--- config.mk ---
export PLATFORM = sky130hd
export DESIGN_NAME = instr_fetch_unit
export DESIGN_NICKNAME = d
export VERILOG_FILES = /design/src/rtl/ifu_pkg.sv /design/src/rtl/instr_fetch_unit.sv
export SDC_FILE = /design/constraint.sdc
export NUM_CORES = 1
export LEC_CHECK = 0
export BUFFER_PORTS_ARGS = -buffer_cell sky130_fd_sc_hd__buf_2
export CAP_MARGIN = 0
export CORE_UTILIZATION = 25
export DETAILED_ROUTE_END_ITERATION = 16
export PLACE_DENSITY = 0.49
export SLEW_MARGIN = 40
export SYNTH_ARGS = -nofsm -noshare
export SYNTH_HDL_FRONTEND = slang
export SYNTH_SLANG_ARGS = --single-unit
--- constraint.sdc ---
create_clock -name IF_clk -period 1.9 [get_ports IF_clk]
set_clock_uncertainty 0.15 [all_clocks]
set_input_delay 0.38 -clock IF_clk [delete_from_list [all_inputs] [get_ports IF_clk]]
set_output_delay 0.38 -clock IF_clk [all_outputs]
set_load 0.02 [all_outputs]
--- src/rtl/ifu_pkg.sv ---
// rtl/ifu_pkg.sv - shared constants and state encoding for the instruction fetch unit
package ifu_pkg;

  // Program-counter / memory-address width
  localparam int IFU_PC_W = 8;

  // Instruction width, shared with the instruction register
  localparam int IFU_INSTR_W = 8;

  // Default PC after reset and on start
  localparam int IFU_RESET_PC = 0;

  typedef enum logic [1:0] {
    ST_IDLE  = 2'd0,
    ST_REQ   = 2'd1,
    ST_LOAD  = 2'd2,
    ST_READY = 2'd3
  } ifu_state_t;

endpackage

--- src/rtl/instr_fetch_unit.sv ---
// rtl/instr_fetch_unit.sv - fetches instruction bytes over req/ack and writes them into the IR
module instr_fetch_unit
  import ifu_pkg::*;
#(
  parameter int              PC_W     = IFU_PC_W,
  parameter int              INSTR_W  = IFU_INSTR_W,
  parameter logic [PC_W-1:0] RESET_PC = PC_W'(IFU_RESET_PC)
) (
  input  logic               IF_clk,
  input  logic               IF_rst_n,
  input  logic               IF_start,
  input  logic               IF_next,
  input  logic               IF_jump,
  input  logic [PC_W-1:0]    IF_jump_addr,
  input  logic               IF_halt,
  output logic               IF_mem_req,
  output logic [PC_W-1:0]    IF_mem_addr,
  input  logic               IF_mem_ack,
  input  logic [INSTR_W-1:0] IF_mem_data,
  output logic [INSTR_W-1:0] IF_ir_data,
  output logic               IF_ir_we,
  output logic [PC_W-1:0]    IF_pc,
  output logic               IF_ir_valid,
  output logic               IF_busy
);

  ifu_state_t      state;
  logic [PC_W-1:0] fetch_addr;
  logic [PC_W-1:0] jump_target;
  // The in-flight byte will be thrown away once the memory acks it
  logic            discard;
  // The discard was caused by a halt, so the ack ends in IDLE rather than a new fetch
  logic            halt_pend;

  // A request's address comes straight from the fetch-address register, so it is
  // stable for as long as the request is held
  assign IF_mem_addr = fetch_addr;

  // Fetch sequencer: PC ownership, memory handshake and IR write strobe
  always_ff @(posedge IF_clk or negedge IF_rst_n) begin
    if (!IF_rst_n) begin
      state       <= ST_IDLE;
      fetch_addr  <= RESET_PC;
      jump_target <= RESET_PC;
      IF_pc       <= RESET_PC;
      IF_ir_data  <= '0;
      IF_ir_we    <= 1'b0;
      IF_ir_valid <= 1'b0;
      IF_mem_req  <= 1'b0;
      IF_busy     <= 1'b0;
      discard     <= 1'b0;
      halt_pend   <= 1'b0;
    end else begin
      IF_ir_we <= 1'b0;
      case (state)
        ST_IDLE: begin
          if (IF_start) begin
            state      <= ST_REQ;
            fetch_addr <= RESET_PC;
            IF_mem_req <= 1'b1;
            IF_busy    <= 1'b1;
          end
        end

        ST_REQ: begin
          if (IF_mem_ack) begin
            // The handshake always completes; events seen in the ack cycle
            // itself count the same as events seen while waiting
            discard   <= 1'b0;
            halt_pend <= 1'b0;
            if (halt_pend || IF_halt) begin
              state      <= ST_IDLE;
              IF_mem_req <= 1'b0;
              IF_busy    <= 1'b0;
            end else if (discard || IF_jump) begin
              // Keep the request up and re-issue it at the jump target
              fetch_addr <= IF_jump ? IF_jump_addr : jump_target;
            end else begin
              state      <= ST_LOAD;
              IF_ir_data <= IF_mem_data;
              IF_ir_we   <= 1'b1;
              IF_mem_req <= 1'b0;
            end
          end else if (IF_halt) begin
            halt_pend <= 1'b1;
            discard   <= 1'b1;
          end else if (IF_jump && !halt_pend) begin
            jump_target <= IF_jump_addr;
            discard     <= 1'b1;
          end
        end

        ST_LOAD: begin
          // The IR write is already under way this cycle; it always completes
          IF_pc <= fetch_addr;
          if (IF_halt) begin
            state   <= ST_IDLE;
            IF_busy <= 1'b0;
          end else if (IF_jump) begin
            state      <= ST_REQ;
            fetch_addr <= IF_jump_addr;
            IF_mem_req <= 1'b1;
          end else begin
            state       <= ST_READY;
            IF_ir_valid <= 1'b1;
          end
        end

        ST_READY: begin
          if (IF_halt) begin
            state       <= ST_IDLE;
            IF_ir_valid <= 1'b0;
            IF_busy     <= 1'b0;
          end else if (IF_jump) begin
            state       <= ST_REQ;
            fetch_addr  <= IF_jump_addr;
            IF_mem_req  <= 1'b1;
            IF_ir_valid <= 1'b0;
          end else if (IF_next) begin
            // Wraps modulo 2^PC_W with no flag
            state       <= ST_REQ;
            fetch_addr  <= IF_pc + PC_W'(1);
            IF_mem_req  <= 1'b1;
            IF_ir_valid <= 1'b0;
          end
        end

        default: begin
          state      <= ST_IDLE;
          IF_mem_req <= 1'b0;
          IF_busy    <= 1'b0;
        end
      endcase
    end
  end

endmodule

# Yosys cells after proc, flatten, opt, wreduce, memory -nomap -nowiden
# Cells that the tools add are included.
[word_totals]
word_cells = 100
reg_bits = 40
out_inout_bits = 28
inputBits = 23
[op_classes]
bitwise_logic = 4
add_sub_neg = 1
muxes = 50
n_eq_ne = 16
reduce_logical = 18
[ops]
columns = ["cell", "n"]
rows = [
  ["$mux W8", 10],
  ["$pmux W8 S4", 1],
  ["$mux W1", 26],
  ["$reduce_and A4 Y1", 5],
  ["$mux W2", 9],
  ["$ne A2 B2 Y1 const B", 9],
  ["$add A8 B1 Y8 const B", 1],
  ["$pmux W2 S4", 1],
  ["$reduce_and A8 Y1", 1],
  ["$reduce_and A7 Y1", 1],
  ["$ne A3 B3 Y1 const B", 2],
  ["$eq A2 B2 Y1 const B", 2],
  ["$ne A4 B4 Y1 const B", 1],
  ["$not A1 Y1", 4],
  ["$pmux W1 S4", 1],
  ["$reduce_and A2 Y1", 2],
  ["$reduce_bool A2 Y1", 2],
  ["$pmux W1 S3", 1],
  ["$reduce_bool A3 Y1", 1],
  ["$eq A2 B1 Y1 const B", 1],
  ["$logic_not A2 Y1", 1],
  ["$logic_or A1 B1 Y1", 2],
  ["$ne A2 B1 Y1 const B", 1],
  ["$pmux W1 S2", 1],
  ["other kinds (3)", 3],
]

# Depth between registers and ports, before layout
[logic_depth]
ltp_word = 5
ltp_mapped = 6
depth_no_buf = 5

# Worst setup path before layout
# Ideal clock, no wire load.
[synth_timing]
kind = "input port to flip-flop"
start = "input port IF_halt"
end = "register IF_ir_data[0]"
arrival_time_ns = 1.617
setup_slack_ns = 0.008
n_path_buf = 2
setup_time_ns = 0.125
required_ns = 1.625
path_stages = 5
cell_sequence = "buf_6 -> or2_1 -> or4_4 -> buf_6 -> mux2_4"
[synth_between]
elab_chain_cells = 3
[synth_rtl]
columns = ["element", "line", "source"]
rows = [
  ["from (decl)", "instr_fetch_unit.sv:15", "input logic IF_halt,"],
  ["$logic_or A1 B1 Y1", "instr_fetch_unit.sv:71", "if (halt_pend || IF_halt) begin"],
  ["$not A1 Y1 (no source line)", "-", ""],
  ["$reduce_and A4 Y1 (no source line)", "-", ""],
  ["to (signal assigned)", "instr_fetch_unit.sv:80", "IF_ir_data <= IF_mem_data;"],
  ["to (decl)", "instr_fetch_unit.sv:20", "output logic [INSTR_W-1:0] IF_ir_data,"],
]
# No other way between the ends.
# A chain may end at the register's enable or synchronous reset.

# Worst setup path after layout
[layout_timing]
start = "register state[0]"
end = "register jump_target[0]"
[layout_between]
elab_chain_cells = 2
[layout_rtl]
columns = ["element", "line", "source"]
rows = [
  ["from (decl)", "instr_fetch_unit.sv:27", "ifu_state_t state;"],
  ["from (signal assigned)", "instr_fetch_unit.sv:42", "state <= ST_IDLE;"],
  ["from (signal assigned)", "instr_fetch_unit.sv:58", "state <= ST_REQ;"],
  ["from (signal assigned)", "instr_fetch_unit.sv:72", "state <= ST_IDLE;"],
  ["$eq A2 B1 Y1", "instr_fetch_unit.sv:55", "case (state)"],
  ["$reduce_and A4 Y1 (no source line)", "-", ""],
  ["to (signal assigned)", "instr_fetch_unit.sv:88", "jump_target <= IF_jump_addr;"],
  ["to (decl)", "instr_fetch_unit.sv:29", "logic [PC_W-1:0] jump_target;"],
]
# No other way between the ends.

==> flow_metrics.tcl <==
set metrics [dict create \
    post-synth-top-area-cell "dfrtp_1" \
    setup-violations-final 0 \
    netlist.area_leader.share_pct 49.6 \
    nets 274 \
    post_synthesis_share_of_cell_area_spent_on_xor_and_xnor_gates_pct 1.30 \
    hold_class "primary input to async pin" \
    dp.final_hpwl_mm 3.73 \
    row_count 32 \
    wire_length_of_the_first_global_routing_pass_mm 8.58 \
    power_density_cells_nw_per_um2 1590 \
    floorplan.die_area_um2 8430 \
    number_of_antenna_violations_at_the_first_check_in_global_routing 0 \
    cap_violations 0 \
    ys_ff_latch 40 \
    largest_net_degree_at_the_start_of_global_routing 41 \
    setup.worst_path.class "register to register" \
    detailedPlace.worstSlack_ns -0.0490 \
    detailedRoute.firstIterationViolations 51 \
    hold_ws_ns -0.00424 \
    synth_sequential_area_ratio_pct 49.6 \
    post_cts_hold_buffer_count 0 \
    num-fill-cells 864 \
    grt-ovfl-total 0 \
    finalWeightedCongestion 0.763 \
    timing.final.crit_share_pct 93.9 \
    post_synth_edffs 0 \
    layout-drive-gt1-share_pct 40.2 \
    run_status "finished with violations" \
    post-route-drc-count 0 \
    netlist-cell-type-count 40 \
    post_synth_most_frequent_cells "dfrtp_1 (40), a21oi_1 (16), mux2_2 (13)" \
    die_h_um 91.8 \
    post_synth_inst_count 184 \
    place.port_buffers 50 \
    synth_top_family_by_area "compound AO/OA/AOI/OAI gates" \
    synthesis.area_um2 2020 \
    cts_tree "built" \
    rsz0062_at_grt "false" \
    sequential_cell_area_um2 1000 \
    synth-compound-area-share_pct 19.5 \
    die_width_um 91.8 \
    wl_per_cell_um 14.3 \
    yosys.area_share.simple_pct 10.5 \
    synth-warning-count 0 \
    global_route.usage.total_pct 12.9 \
    multiInputGateArea_um2 921 \
    synth_mux_area_share_pct 13.8 \
    irDropWorstVdd_mv 0.351 \
    endpoint_kind "register" \
    cellLeakagePower_nw 1.23 \
    post-synth-top-count-cell "dfrtp_1" \
    failed_checks "negative hold slack" \
    synth_top_cells_by_area "dfrtp_1 (50%), mux2_2 (7.3%), mux2_4 (6.0%)" \
    clock_period_minus_worst_slack_ns 1.78 \
    final_hold_viol_count 1 \
    cp.required_ns 1.91 \
    critPathLaunchType "register" \
    async_reset_ff_share_pct 100 \
    routed-via-count 1636 \
    worstPathMaxFanout 9 \
    placedCellCount 345 \
    cts_root_buffer "clkbuf_8" \
    detail_route.wirelength_mm 5.05 \
    final.setup.tns_ns 0 \
    ctsHtreeMaxLevel 2 \
    initial_standard_cell_utilization_of_the_core_pct 26.0 \
    cts_max_path_buffers 2 \
    postRouteAntennaNets 0 \
    drt-vias-per-instance 4.63 \
    slew-limit-headroom_pct 64.5 \
    synth-adder-area-share_pct 0.620 \
    clk_pin_slew_worst_paths_ns 0.08 \
    cts_num_sinks 40 \
    worst-endpoint-arrival_ns 1.79 \
    floorplan.io_pins 51 \
    worst_skew_pair.late_latency_ns 0.29 \
    p_total_mw 4.09 \
    firstDrtPassIters 4 \
    ys.flop_type "dfrtp_1" \
    fin_ws_ns 0.116 \
    layoutNonFillerInstCount 353 \
    cts-resized-gates 0 \
    slew_viols_final 0 \
    synth.net_count 208 \
    first_global_vias 1729 \
    area_growth_from_synthesis_to_final_layout_pct 27.5 \
    cts-buffers-inserted 5 \
    timing_worst_slew_pin_value_ns 0.532 \
    post_synth.cell_area_avg_um2 11.0 \
    design.core.area_um2 7770 \
    num_antenna_cells 0 \
    timing.fmax_ghz 0.561 \
    postCtsSetupBuffers 0 \
]
## cell usage in the layout (no fill, tap or decap), drive strengths merged
cell    instances
inv            10
nor2b           4
mux2           22
and2            1
clkinv          2
o22ai           4
o21bai          1
xnor2           3
nor3            1
ha              1
nor2            6
buf            69
o31ai           1
a41oi           2
and2b           1
o211ai          2
nand4           1
clkbuf          6
or4             3
a31oi           3
nand2          10
dfrtp          40
o32ai           1
o21a            1
a22o           10
o21ai           8
nand3           6
or2             2
or3             1
a21oi          16
nand2b          3
a22oi           9
nor3b           1
## flip-flops by register name, indices dropped and copies added (netlist names)
signal	flops
IF_ir_data	8
IF_mem_addr	8
IF_pc	8
jump_target	8
state	2
IF_busy	1
IF_ir_valid	1
IF_ir_we	1
IF_mem_req	1
discard	1
halt_pend	1
## power by group
group | leakage (nW) | switching, mW | internal (mW)
sequential | 0.491 | 0.309 | 1.24
clock | 0.0510 | 0.302 | 0.290
combinational | 0.684 | 1.05 | 0.896
## routing by layer
layer / global-route usage, % / share of wire, % / vias to the layer above
li1: - / - / 809
met1: 17.4 / 48 / 791
met5: 0 / 0 / -
met2: 20.8 / 47 / 34
met3: 3.07 / 4.6 / 2
met4: 3.52 / 0.52 / 0
## cell families after synthesis
logic type / after synthesis
mux: 22
compound gates: 58
simple gates: 40
flops: 40
xor+xnor: 3
buf+inv: 20
fa+ha+maj: 1
## final timing paths
kind                                start             end  slack [ns]  depth (start not counted)
max                              state[0]  jump_target[0]        0.12                          6
min                              IF_rst_n         IF_busy      -0.004                          2
max reg2reg                      state[0]  jump_target[0]        0.12                          6
min reg2reg                jump_target[0]  jump_target[0]        0.34                          2
max in group asynchronous        IF_rst_n   IF_ir_data[4]        1.24                          2
min in group IF_clk        IF_mem_data[3]   IF_ir_data[3]        0.17                          2
## per-stage QoR
step | instance area, µm² | utilization (%)
final | 2570 | 33.1
after floorplan | 2020 | -
after CTS | 2570 | 33.1
after detailed placement | 2480 | 31.9
after global placement | 2480 | 31.9
after global routing | 2570 | 33.1
## cell type report
| cell class | count | share of cell area [%] |
|---|---|---|
| flip-flops and latches | 40 | 38.9 |
| multi-input cells | 124 | 35.8 |
| repair buffers | 69 | 15.3 |
| well taps | 102 | 4.96 |
| clock buffers | 6 | 3.21 |
| inverters | 10 | 1.46 |
| clock inverters | 2 | 0.389 |
## worst max-delay path, cell delays in order (launching register included)
cell and delay, ns:
dfrtp_1 0.40, buf_4 0.19, and2b_1 0.20, nand3_1 0.32, buf_4 0.27, nand2_1 0.05
o21ai_0 0.07
(Power assumes the default switching activity.)
